<file path="src/rtl/mmult_seq_if.sv">
// mmult_seq_if: start/parameter inputs and operand strobes between
// pipeline control, the MMULT sequencer and the systolic MAC datapath.
interface mmult_seq_if #(
    parameter int STRIDE_W = 10
);
    logic                go;
    logic [3:0]          mwidth;
    logic [STRIDE_W-1:0] mtxaddr;
    logic                mtxcol;
    logic                hold;
    logic [STRIDE_W-1:0] maddr;
    logic                mrd;
    logic                macc_clr;
    logic                mlast;
    logic                busy;
    logic                done;

    modport master (
        output go, mwidth, mtxaddr, mtxcol, hold,
        input  maddr, mrd, macc_clr, mlast, busy, done
    );

    modport slave (
        input  go, mwidth, mtxaddr, mtxcol, hold,
        output maddr, mrd, macc_clr, mlast, busy, done
    );
endinterface

</file>
<file path="src/rtl/mmult_seq.sv">
// mmult_seq: MMULT sequencer. Walks N operand addresses with stride 1
// or N, then waits out the two-stage MAC pipeline before signalling done.
module mmult_seq #(
    parameter int STRIDE_W = 10
) (
    input  logic        clk,
    input  logic        reset,
    mmult_seq_if.slave  bus
);
    typedef enum logic [1:0] {
        IDLE  = 2'd0,
        RUN   = 2'd1,
        DRAIN = 2'd2,
        FIN   = 2'd3
    } state_t;

    localparam logic [STRIDE_W-1:0] ONE = {{(STRIDE_W-1){1'b0}}, 1'b1};

    state_t              state;
    logic [3:0]          cnt;
    logic [STRIDE_W-1:0] addr;
    logic [STRIDE_W-1:0] stride;
    logic                first;
    logic [1:0]          drain;

    // Sequencer state; hold freezes everything, reset wins over all
    always_ff @(posedge clk) begin
        if (reset) begin
            state  <= IDLE;
            cnt    <= 4'd0;
            addr   <= '0;
            stride <= '0;
            first  <= 1'b0;
            drain  <= 2'd0;
        end else if (!bus.hold) begin
            unique case (state)
                IDLE: begin
                    if (bus.go) begin
                        cnt    <= bus.mwidth;
                        addr   <= bus.mtxaddr;
                        stride <= bus.mtxcol ? STRIDE_W'(bus.mwidth) : ONE;
                        first  <= 1'b1;
                        state  <= (bus.mwidth != 4'd0) ? RUN : FIN;
                    end
                end
                RUN: begin
                    first <= 1'b0;
                    cnt   <= cnt - 4'd1;
                    addr  <= addr + stride;
                    if (cnt == 4'd1) begin
                        state <= DRAIN;
                        drain <= 2'd2;
                    end
                end
                DRAIN: begin
                    drain <= drain - 2'd1;
                    if (drain == 2'd1) begin
                        state <= FIN;
                    end
                end
                FIN: begin
                    state <= IDLE;
                end
                default: state <= IDLE;
            endcase
        end
    end

    // Strobes decode from registered state and are gated off while held
    assign bus.maddr    = addr;
    assign bus.mrd      = (state == RUN) && !bus.hold;
    assign bus.macc_clr = (state == RUN) && first && !bus.hold;
    assign bus.mlast    = (state == RUN) && (cnt == 4'd1) && !bus.hold;
    assign bus.done     = (state == FIN) && !bus.hold;
    assign bus.busy     = (state != IDLE);
endmodule

</file>
<file path="src/flat_wrapper.sv">
// flat-port wrapper written by rule: the top's interface ports become plain ports
module mmult_seq_flat 
#(
    parameter int STRIDE_W = 10
)
  (clk, reset, bus_go, bus_mwidth, bus_mtxaddr, bus_mtxcol, bus_hold, bus_maddr, bus_mrd, bus_macc_clr, bus_mlast, bus_busy, bus_done);
  mmult_seq_if #(.STRIDE_W(STRIDE_W)) bus_i ();
  input  logic clk;
  input  logic reset;
  input wire logic [$bits(bus_i.go)-1:0] bus_go;
  input wire logic [$bits(bus_i.mwidth)-1:0] bus_mwidth;
  input wire logic [$bits(bus_i.mtxaddr)-1:0] bus_mtxaddr;
  input wire logic [$bits(bus_i.mtxcol)-1:0] bus_mtxcol;
  input wire logic [$bits(bus_i.hold)-1:0] bus_hold;
  output wire logic [$bits(bus_i.maddr)-1:0] bus_maddr;
  output wire logic [$bits(bus_i.mrd)-1:0] bus_mrd;
  output wire logic [$bits(bus_i.macc_clr)-1:0] bus_macc_clr;
  output wire logic [$bits(bus_i.mlast)-1:0] bus_mlast;
  output wire logic [$bits(bus_i.busy)-1:0] bus_busy;
  output wire logic [$bits(bus_i.done)-1:0] bus_done;
  assign bus_i.go = bus_go;
  assign bus_i.mwidth = bus_mwidth;
  assign bus_i.mtxaddr = bus_mtxaddr;
  assign bus_i.mtxcol = bus_mtxcol;
  assign bus_i.hold = bus_hold;
  assign bus_maddr = bus_i.maddr;
  assign bus_mrd = bus_i.mrd;
  assign bus_macc_clr = bus_i.macc_clr;
  assign bus_mlast = bus_i.mlast;
  assign bus_busy = bus_i.busy;
  assign bus_done = bus_i.done;
  mmult_seq #(.STRIDE_W(STRIDE_W)) u_core (.clk(clk), .reset(reset), .bus(bus_i));
endmodule
</file>
<file path="config.mk">
export PLATFORM = sky130hd
export DESIGN_NAME = mmult_seq_flat
export DESIGN_NICKNAME = d
export VERILOG_FILES = /design/src/rtl/mmult_seq_if.sv /design/src/rtl/mmult_seq.sv /design/src/flat_wrapper.sv
export SDC_FILE = /design/constraint.sdc
export NUM_CORES = 1
export LEC_CHECK = 0
export ABC_AREA = 1
export CORE_AREA = 2 2 69 71
export CTS_CLUSTER_DIAMETER = 150
export DETAILED_ROUTE_END_ITERATION = 12
export DIE_AREA = 0 0 71 73
export HOLD_SLACK_MARGIN = 0.08
export PLACE_DENSITY = 0.68
export SLEW_MARGIN = 20
export SYNTH_ARGS = -nofsm -noshare
export SYNTH_HDL_FRONTEND = slang
export SYNTH_SLANG_ARGS = --single-unit
</file>
<file path="constraint.sdc">
create_clock -name clk -period 3.1 [get_ports clk]
set_clock_uncertainty 0.1 [all_clocks]
set_input_delay 0.465 -clock clk [delete_from_list [all_inputs] [get_ports clk]]
set_output_delay 0.465 -clock clk [all_outputs]
set_load 0.02 [all_outputs]
</file>
==> reports/metrics.yaml <==
outcome:
  outcome: "completed"
final_layout:
  fillers: 476
  layout-drive-gt1-share: 0.0524
  regArea_um2: 460
  final_cell_mix: "nand2_1, clkdlybuf4s50_1, inv_1"
  layout.nets: 280
  area_delta_synth_final_pct: 27.2
  final_common_cell: "nand2_1"
  multi_input_area_um2: 873
  insertedDiodeCount: 0
  stdcell_count: 302
critical_path:
  worstPathArrival_ns: 2.11
  worstPathMaxFanout: 10
  path_class: "reg2out"
  crit_path_start_kind: "register"
  max_stage_delay_ns: 0.61
  crit_chain: "inv_1, ha_1, buf_4, nand2_1, nor2_1, clkdlybuf4s50_1"
  critPathSlowestCell: "clkdlybuf4s50_1"
  cp-end-kind: "primary output"
  crit_required_ns: 2.53
placement:
  place.gp.congestion: 0.849
  dp.final_hpwl_mm: 2.72
  portBuffers: 33
  dp_cells: 298
drt:
  wl_mm: 3.58
  vias: 1471
  firstDrtPassIters: 4
  routedWlPerCell_um: 11.9
  drt_iter0_markers: 92
  drc: 0
  ant_nets: 0
  viasPerCell: 4.87
logic_synthesis:
  ys_warn_count: 0
  syn-num-nets: 248
  synth_cell_types: 28
  synth.area.top_cells: "dfxtp_1, nand2_1, ha_1, a21oi_1, inv_1"
  postSynthCellCount: 217
  synth_area_um2: 1490
  yosys.area.top_type: "dfxtp_1"
  avgSynthCellArea_um2: 6.84
  ys_seq_area_frac: 0.310
  ys_ff_latch: 23
  synth_top_area_share: 0.310
timing:
  hold_viol_final: 0
  maxSlewViolCount: 0
  worst_pin_slew_ns: 0.722
  setup_violations: 0
  tns_ns: 0
  rsz0062_at_grt: "false"
  fin_crit_sh: 0.862
  fmax_mhz: 374
  fin_crit_ns: 2.67
  slew_headroom: 0.519
floorplan:
  fp.coreArea_um2: 4540
  die_w_um: 71
  die_h_um: 73
  die_area_um2: 5180
  io_pins: 34
  rows: 25
  start_util: 0.327
global_routing:
  antenna_found_initial: 0
  grt.overflow.total: 0
  grt_pass1_vias: 1365
  grt_max_degree: 20
  gr-usage-all-layers: 0.146
  grt_pass1_wl_mm: 6.09
clocking:
  cts_tree: "yes"
  cts-htree-levels: 1
  clk_pin_slew_ns: 0.08
  cts_setup_buffers: 0
  cts.sinks: 23
  cts_buffers: 3
  clockBufferDepth: 2
  cts-resized-gates: 0
  hold_buffers: 0
  clk_latency_ns: 0.27
  cts_root_buffer: "clkbuf_8"
pwr:
  ir_drop_uv: 227
  power.total_uw: 935
  power_density_nw_per_um2: 495
  leakage_nw: 0.777
flow_run:
  maxCapViolations: 0
hold_path:
  hold_path.class: "reg2reg"
[per-stage QoR]
stage | instance area (um2) | utilization | worst slack (ns) | hold slack (ns)
2_1_floorplan | 1490 | - | 1.13 | 0.339
3_5_place_dp | 1840 | 0.406 | 0.664 | 0.358
6_report | 1890 | 0.417 | 0.429 | 0.368
4_1_cts | 1890 | 0.417 | 0.414 | 0.369
5_1_grt | 1890 | 0.417 | 0.225 | 0.395
3_3_place_gp | 1840 | 0.406 | 0.667 | 0.353
[synthesized netlist by cell type (all sizes together)]
cell type / instances
nor3: 3
nand4: 2
a21oi: 23
nand3: 16
buf: 5
a31oi: 5
nand2: 51
or3: 1
o21bai: 2
or2: 2
xor2: 1
a211oi: 1
clkbuf: 3
o31a: 1
ha: 11
fa: 1
xnor2: 1
dfxtp: 23
nor2: 20
o211ai: 1
o21ai: 18
o21a: 1
inv: 25
[cell families after synthesis]
logic type	share of synthesized area
XOR/XNOR	0.0118
flip-flops	0.310
AND/OR/NAND/NOR	0.272
AO/OA/AOI/OAI	0.198
adder cells (fa/ha/maj)	0.106
buffers and inverters	0.102
[final timing paths]
kind                         from             endpoint  slack (ns)  depth (start not counted)
setup / recovery  u_core.state[1]         bus_macc_clr        0.43                          6
hold / removal       u_core.first         u_core.first        0.37                          2
setup reg to reg  u_core.state[1]  u_core.bus.maddr[4]        0.98                          8
hold reg to reg      u_core.first         u_core.first        0.37                          2
[worst max-delay path: cells and delay by family, from the launching register on]
family	cells	cell delay, ns
adder cells (fa/ha/maj)	1	0.40
buffers and inverters	3	0.94
flip-flops	1	0.33
AND/OR/NAND/NOR	2	0.17
[where the power goes]
part / switching [mW] / internal (mW)
Combinational: 0.215 / 0.154
Clock: 0.106 / 0.0900
Sequential: 0.0336 / 0.337
Total: 0.354 / 0.581
[layer usage]
layer	GRT usage	vias up	wire length (um)
li1	-	780	-
met1	0.185	661	1690
met2	0.251	28	1730
met3	0.0373	2	147
met4	0.0314	0	12
met5	0	-	0
[state kept, by name, indices dropped and copies added, names as in the netlist]
signal / count
u_core.drain: 2
u_core.cnt: 4
u_core.first: 1
u_core.bus.maddr: 10
u_core.stride: 4
u_core.state: 2
[final cells by class]
class                   count  share of cell area
clock inverters             1             0.00265
inverters                  25              0.0510
clock buffers               3              0.0219
well taps                  54              0.0358
repair buffers             35               0.183
flip-flops and latches     23               0.244
multi-input cells         161               0.462
(Power assumes the default switching activity.)
